$ cat src/rtl/apb_slave_pkg.sv
// Shared state encoding, window geometry and address decode for the APB register bank.
package apb_slave_pkg;

    typedef enum logic [1:0] {
        StIdle   = 2'd0,
        StSetup  = 2'd1,
        StAccess = 2'd2
    } apb_state_e;

    localparam int unsigned NumWords   = 16;
    localparam int unsigned WinWidth   = 6;
    localparam int unsigned IdxWidth   = $clog2(NumWords);
    localparam logic [31:0] OowReadVal = 32'h0;

    // Window match ignores the word-index bits but insists on word alignment.
    function automatic logic addr_in_window(input logic [31:0] addr, input logic [31:0] base);
        return (addr[31:WinWidth] == base[31:WinWidth]) && (addr[1:0] == 2'b00);
    endfunction

endpackage

$ cat src/rtl/apb_slave_regfile.sv
// 16x32 register storage: one synchronous write port, one combinational read port.
module apb_slave_regfile
    import apb_slave_pkg::*;
(
    input  logic                i_clk,
    input  logic                i_rst_n,
    input  logic                i_we,
    input  logic [IdxWidth-1:0] i_waddr,
    input  logic [31:0]         i_wdata,
    input  logic [IdxWidth-1:0] i_raddr,
    output logic [31:0]         o_rdata
);

    logic [31:0] r_mem [NumWords];

    always_ff @(posedge i_clk or negedge i_rst_n) begin
        if (!i_rst_n) begin
            for (int unsigned i = 0; i < NumWords; i++) begin
                r_mem[i] <= '0;
            end
        end else if (i_we) begin
            r_mem[i_waddr] <= i_wdata;
        end
    end

    assign o_rdata = r_mem[i_raddr];

endmodule

$ cat src/rtl/apb_slave_regbank.sv
// APB2 slave with a 16-word register window, protocol checking and sticky error reporting.
module apb_slave_regbank
    import apb_slave_pkg::*;
#(
    parameter int unsigned SEL_IDX   = 0,
    parameter logic [31:0] BASE_ADDR = 32'h8000_0000
) (
    input  logic        Hclk,
    input  logic        Hresetn,
    input  logic [2:0]  Pselx,
    input  logic        Penable,
    input  logic        Pwrite,
    input  logic [31:0] Paddr,
    input  logic [31:0] Pwdata,
    output logic [31:0] Prdata,
    output logic        prot_err,
    output logic        addr_err,
    output logic [7:0]  err_count
);

    apb_state_e          r_state;
    logic [31:0]         r_addr;
    logic                r_write;

    logic                w_sel;
    logic                w_in_win;
    logic [IdxWidth-1:0] w_idx;
    logic [31:0]         w_rdata;
    logic                w_match;
    logic                w_access_ok;
    logic                w_viol;
    logic                w_we;

    assign w_sel    = |(Pselx & (3'b001 << SEL_IDX));
    assign w_in_win = addr_in_window(Paddr, BASE_ADDR);
    assign w_idx    = Paddr[2 +: IdxWidth];
    assign w_match  = (Paddr == r_addr) && (Pwrite == r_write);

    assign w_access_ok = w_sel && Penable && (r_state == StSetup) && w_match;
    // A second setup without an access, or any access not directly preceded by a matching setup.
    assign w_viol      = w_sel && ((!Penable && (r_state == StSetup)) ||
                                   (Penable && !((r_state == StSetup) && w_match)));
    assign w_we        = w_access_ok && r_write && w_in_win;

    apb_slave_regfile u_regfile (
        .i_clk   (Hclk),
        .i_rst_n (Hresetn),
        .i_we    (w_we),
        .i_waddr (w_idx),
        .i_wdata (Pwdata),
        .i_raddr (w_idx),
        .o_rdata (w_rdata)
    );

    always_ff @(posedge Hclk or negedge Hresetn) begin
        if (!Hresetn) begin
            r_state   <= StIdle;
            r_addr    <= '0;
            r_write   <= 1'b0;
            Prdata    <= '0;
            prot_err  <= 1'b0;
            addr_err  <= 1'b0;
            err_count <= '0;
        end else begin
            if (!w_sel) begin
                r_state <= StIdle;
            end else if (!Penable) begin
                r_state <= StSetup;
                r_addr  <= Paddr;
                r_write <= Pwrite;
                // Read data is fetched at setup so it is stable for the whole access cycle.
                if (!Pwrite) begin
                    Prdata <= w_in_win ? w_rdata : OowReadVal;
                    if (!w_in_win) begin
                        addr_err <= 1'b1;
                    end
                end
            end else if (w_access_ok) begin
                r_state <= StAccess;
                if (r_write && !w_in_win) begin
                    addr_err <= 1'b1;
                end
            end else begin
                r_state <= StIdle;
            end

            if (w_viol) begin
                prot_err <= 1'b1;
                if (err_count != 8'hFF) begin
                    err_count <= err_count + 8'd1;
                end
            end
        end
    end

endmodule

$ cat config.mk
export PLATFORM = sky130hd
export DESIGN_NAME = apb_slave_regbank
export DESIGN_NICKNAME = d
export VERILOG_FILES = /design/src/rtl/apb_slave_pkg.sv /design/src/rtl/apb_slave_regfile.sv /design/src/rtl/apb_slave_regbank.sv
export SDC_FILE = /design/constraint.sdc
export NUM_CORES = 1
export LEC_CHECK = 0
export BUFFER_PORTS_ARGS = -buffer_cell sky130_fd_sc_hd__buf_2
export CORE_ASPECT_RATIO = 1.75
export CORE_MARGIN = 5
export CORE_UTILIZATION = 60
export CTS_CLUSTER_SIZE = 16
export DETAILED_ROUTE_END_ITERATION = 10
export GPL_TIMING_DRIVEN = 0
export PLACE_DENSITY = 0.78
export SLEW_MARGIN = 20
export SYNTH_ARGS = -nofsm -noshare
export SYNTH_HDL_FRONTEND = slang
export SYNTH_SLANG_ARGS = --single-unit
$ cat constraint.sdc
create_clock -name Hclk -period 3.8 [get_ports Hclk]
set_clock_uncertainty 0.15 [all_clocks]
set_input_delay 0.19 -clock Hclk [delete_from_list [all_inputs] [get_ports Hclk]]
set_output_delay 0.19 -clock Hclk [all_outputs]
set_load 0.01 [all_outputs]
Yosys cells after proc, flatten, opt, wreduce, memory -nomap -nowiden
Cells that the tools add are included.
{"block": "classes", "n_addsub": 1, "n_lt_le_gt_ge": 2, "eq_ne": 9, "muxes": 15, "n_bitwise": 3, "reduce_logical": 22}
{"op": "bitwise mux 512 bit", "n": 1}
{"op": "binary-select mux 32 bit (select 4 bit)", "n": 1}
{"op": "demux 32 bit (select 4 bit)", "n": 1}
{"op": "2-to-1 mux 32 bit", "n": 4}
{"op": "equality test 32 bit", "n": 1}
{"op": "equality test 26 bit, second input constant", "n": 1}
{"op": "logical AND 1 bit", "n": 13}
{"op": "adder 8 x 1 -> 8 bit, second input constant", "n": 1}
{"op": "!= test 8 bit, second input constant", "n": 1}
{"op": "2-to-1 mux 2 bit", "n": 3}
{"op": "greater-or-equal comparator 5 bit, second input constant", "n": 1}
{"op": "less-than comparator 5 x 1 -> 1 bit, second input constant", "n": 1}
{"op": "2-to-1 mux 1 bit", "n": 5}
{"op": "NOT 4 -> 5 bit", "n": 1}
{"op": "AND reduction 5 bit", "n": 1}
{"op": "!= test 2 x 1 -> 1 bit, second input constant", "n": 2}
{"op": "!= test 2 bit, second input constant", "n": 2}
{"op": "AND reduction 2 bit", "n": 2}
{"op": "logical NOT 1 bit", "n": 3}
{"op": "AND reduction 3 bit", "n": 1}
{"op": "equality test 2 x 1 -> 1 bit, second input constant", "n": 1}
{"op": "logical NOT 2 bit", "n": 1}
{"op": "NOT 1 bit", "n": 2}
{"op": "equality test 1 bit", "n": 1}
{"op": "logical OR 1 bit", "n": 1}
{"block": "word_totals", "regBits": 589, "in_bits": 71, "out_inout_bits": 42, "wordCells": 75}

Logic depth before layout (Yosys ltp)
{"block": "depth", "word_depth": 8, "depth_mapped": 8, "depth_no_buf": 6}

Modules after synthesis
From an unflattened synthesis, not the netlist that was laid out.
{"block": "unflattened", "hier_cells": 1718, "area_unflattened_um2": 26243.9}
{"module": "apb_slave_regfile", "n_inst": 1, "cells_each": 1404, "area_each_um2": 22774.3, "seq_area_each_um2": 12812.3}
{"module": "apb_slave_regbank", "n_inst": 1, "cells_each": 314, "area_each_um2": 3469.6, "seq_area_each_um2": 1926.8}

Worst setup path before layout
No wires, ideal clock.
{"block": "synth_timing", "path_kind": "reg-to-reg", "startpoint": "register r_addr[25]", "endpoint": "register u_regfile.r_mem[353] (netlist name)", "setup_ps": 125, "arrival_ps": 2602, "required_ps": 3525, "setup_slack_ps": 923, "path_stages_with_launch": 8, "path_buffers": 1, "period_less_slack_ps": 2877, "path_cell_list": "dfrtp_1 -> xor2_1 -> or4_1 -> nor4_2 -> nand4_1 -> nor2_1 -> buf_2 -> mux2_2"}
{"block": "synth_via", "elab_chain_cells": 5}
{"element": "start: declaration", "line_no": "apb_slave_regbank.sv:22", "rtl": "logic [31:0] r_addr;"}
{"element": "start signal: assignment", "line_no": "apb_slave_regbank.sv:69", "rtl": "r_addr <= Paddr;"}
{"element": "equality test 32 bit", "line_no": "apb_slave_regbank.sv:37", "rtl": "assign w_match = (Paddr == r_addr) && (Pwrite == r_write);"}
{"element": "logical AND 1 bit", "line_no": "apb_slave_regbank.sv:37"}
{"element": "logical AND 1 bit", "line_no": "apb_slave_regbank.sv:39", "rtl": "assign w_access_ok = w_sel && Penable && (r_state == StSetup) && w_match;"}
{"element": "logical AND 1 bit (2 in a row)", "line_no": "apb_slave_regbank.sv:43", "rtl": "assign w_we = w_access_ok && r_write && w_in_win;"}
{"element": "end signal: indexed assignment", "line_no": "apb_slave_regfile.sv:22", "rtl": "r_mem[i_waddr] <= i_wdata;"}
{"element": "end: declaration", "line_no": "apb_slave_regfile.sv:14", "rtl": "logic [31:0] r_mem [NumWords];"}
No other way between the ends.
A chain may end at the register's enable or synchronous reset.

Worst setup path in the final report
{"block": "layout_timing", "startpoint": "register r_addr[25]", "endpoint": "register u_regfile.r_mem[396] (netlist name)"}
Same word-level chain as after synthesis.

==> metrics.txt <==
Post CTS Setup Buffer Count 0; final worst slack 60.1 ps; die width 169 µm; Power Total 12.5 mW; Worst Hold Class input port to flip-flop; critical path type flip-flop to flip-flop; share of cells above drive strength 1 0.495; slew margin rel. 0.305; Routed WL 62100 µm; core area 0.0435 mm²; # DRC 0; MaxCap Viol Count 0; M1 WL 23300 µm; Met3 Routed Length 2760 µm; Inst Count DP 2339; Final Hold Viols 0; post-place setup slack -169 ps; worst vdd ir 0.000396 V; Post-Syn Area 0.0264 mm²; Final min period 3740 ps; crit path DAT 4050 ps; routed wire length per instance 24.9 µm; top-area cell type share of the netlist area 0.559; leak pwr 14.5 nW; Max Used Layer met4; slew at the pin with the worst max-slew slack 1040 ps; #FFs+latches synth 589; Tot GR Track Use 0.262; ys async rst share 1.00; period utilization 0.984; vias 15400; die area 0.0484 mm²; Avg Vias per Cell 6.16; H-tree levels 2; synth top area cells dfrtp_1 (56%), mux2_2 (23%), mux4_2 (14%), buf_2 (0.91%), clkbuf_1 (0.90%); initial antenna violation count 1; TritonCTS clock tree built; status completed; Worst Setup End Kind flip-flop; met2 WL 33700 µm; Min Hold Slack 44.5 ps; # clock sinks 589; Rows 101; worst skew pair latency 590 ps; IO Port Bufs 108; vias in the first global route 17100; count of cell types in the netlist 34; CTS max path bufs 3; area grow syn2layout 14.5%; final core occ 0.695; dominant cell type by area after synthesis dfrtp_1; Worst Path Max Fanout 10; Worst-path clk slew 60 ps; commonest cells after routing, fill and taps aside dfrtp_1 (589), mux2_2 (539), mux4_2 (160); startpoint types flip-flop; syn nets 1729; Synth Flop Type dfrtp_1; Worst Path Required 4110 ps; register area share after synthesis 0.559; fmax 0.267 GHz; Top Ports 113; Post-Syn Area per Cell 15.9 µm²; grt ovf 0; largest net degree at the start of global routing 106; Die H 287 µm; Routed Antenna Nets 0; Final setup viols 0; gpl congestion 0.852; max-slew violation count 0; Root Buffer clkbuf_16; DRT Pass-1 Iters 5; number of flops mapped to enable cells by yosys 0; final cell count without fillers 2499; initial DRC count 1036; first-pass GRT wire length 98500 µm; Power Dens Cells 413 mW/mm²; Mapped Cells 1657; total CTS buffers 51; Initial Util 0.607; Synth warnings 0; hpwl dp 41900 µm; number of nets in the layout 1963; commonest non-fill, non-tap cell in the layout dfrtp_1
==> worst max-delay path, stage by stage (launching register included) <==
cell and delay, ps:
dfrtp_1 400, xor2_1 180, or4_1 580, nor4_4 500, nand4_1 370, nor3_2 540
buf_2 480, mux2_2 390
==> per-stage QoR <==
| stage | cell area [µm²] | setup TNS (ps) |
|---|---|---|
| 2_1_floorplan | 26400 | 0 |
| 3_3_place_gp | 27600 | -5251890 |
| 3_5_place_dp | 27900 | -12990 |
| 4_1_cts | 30200 | -450 |
| 5_1_grt | 30200 | -6.57 |
| 6_report | 30200 | 0 |
==> registers in the layout (all words and copies together) (netlist names) <==
register,count
Prdata,32
addr_err,1
err_count,8
prot_err,1
r_addr,32
r_state,2
r_write,1
u_regfile.r_mem,512
==> layout make-up <==
cell class / count / area [µm²]
flip-flops and latches: 589 / 14700
clock buffers: 81 / 1550
diodes: 1 / 2.50
clock inverters: 13 / 133
inverters: 32 / 120
repair buffers: 181 / 1410
well taps: 566 / 708
multi-input cells: 906 / 11000
fillers: 2919 / 13300
plain buffers: 130 / 554
==> timing repair <==
item,4_1_cts,5_1_grt
gates resized for setup,4,1
hold buffers,65,0
endpoints found under the hold margin,365,0
endpoints found under the setup margin,105,382
==> metal layers <==
layer | GRT usage | up-vias
met4 | 0.0912 | 0
met1 | 0.324 | 8270
li1 | - | 6592
met3 | 0.0339 | 141
met2 | 0.476 | 399
met5 | 0 | -
==> worst paths after layout <==
check | start | to | slack [ps] | depth (start not counted)
max in group asynchronous | Hresetn | u_regfile.r_mem[495] | 1350 | 7
setup / recovery | r_addr[25] | u_regfile.r_mem[396] | 60 | 7
hold reg to reg | prot_err | prot_err | 320 | 1
hold / removal | Paddr[5] | r_state[1] | 40 | 6
setup reg to reg | r_addr[25] | u_regfile.r_mem[396] | 60 | 7
min in group asynchronous | Hresetn | Prdata[23] | 60 | 3
==> where the power goes <==
part | internal, mW | switching [mW]
Clock | 2.93 | 2.30
Combinational | 0.322 | 0.492
Sequential | 6.35 | 0.0737
Total | 9.61 | 2.86
==> cell usage after synthesis, types with 5 or more instances <==
| cell | number |
|---|---|
| dfrtp_1 | 589 |
| mux2_2 | 539 |
| mux4_2 | 160 |
| clkbuf_1 | 63 |
| buf_2 | 48 |
| nand2_1 | 38 |
| o21ai_0 | 33 |
| inv_1 | 32 |
| xnor2_1 | 20 |
| buf_1 | 19 |
| xor2_1 | 18 |
| nor2_1 | 15 |
| nor4_1 | 15 |
| nand4_1 | 11 |
| mux2_1 | 9 |
| nand2b_1 | 7 |
| and3_1 | 5 |
| nor3_1 | 5 |
==> cells by family (layout without fill, tap and decap cells) <==
kind of cell,after synthesis,after routing,share of synthesized area
simple gates,119,119,0.0243
other cells,0,1,0
buf+inv,162,437,0.0253
fa+ha+maj,1,1,0.000474
flops,589,589,0.559
xor+xnor,38,38,0.0126
mux,708,708,0.370
compound gates,40,40,0.00825
Note: power is estimated with default switching activity, not from simulation.
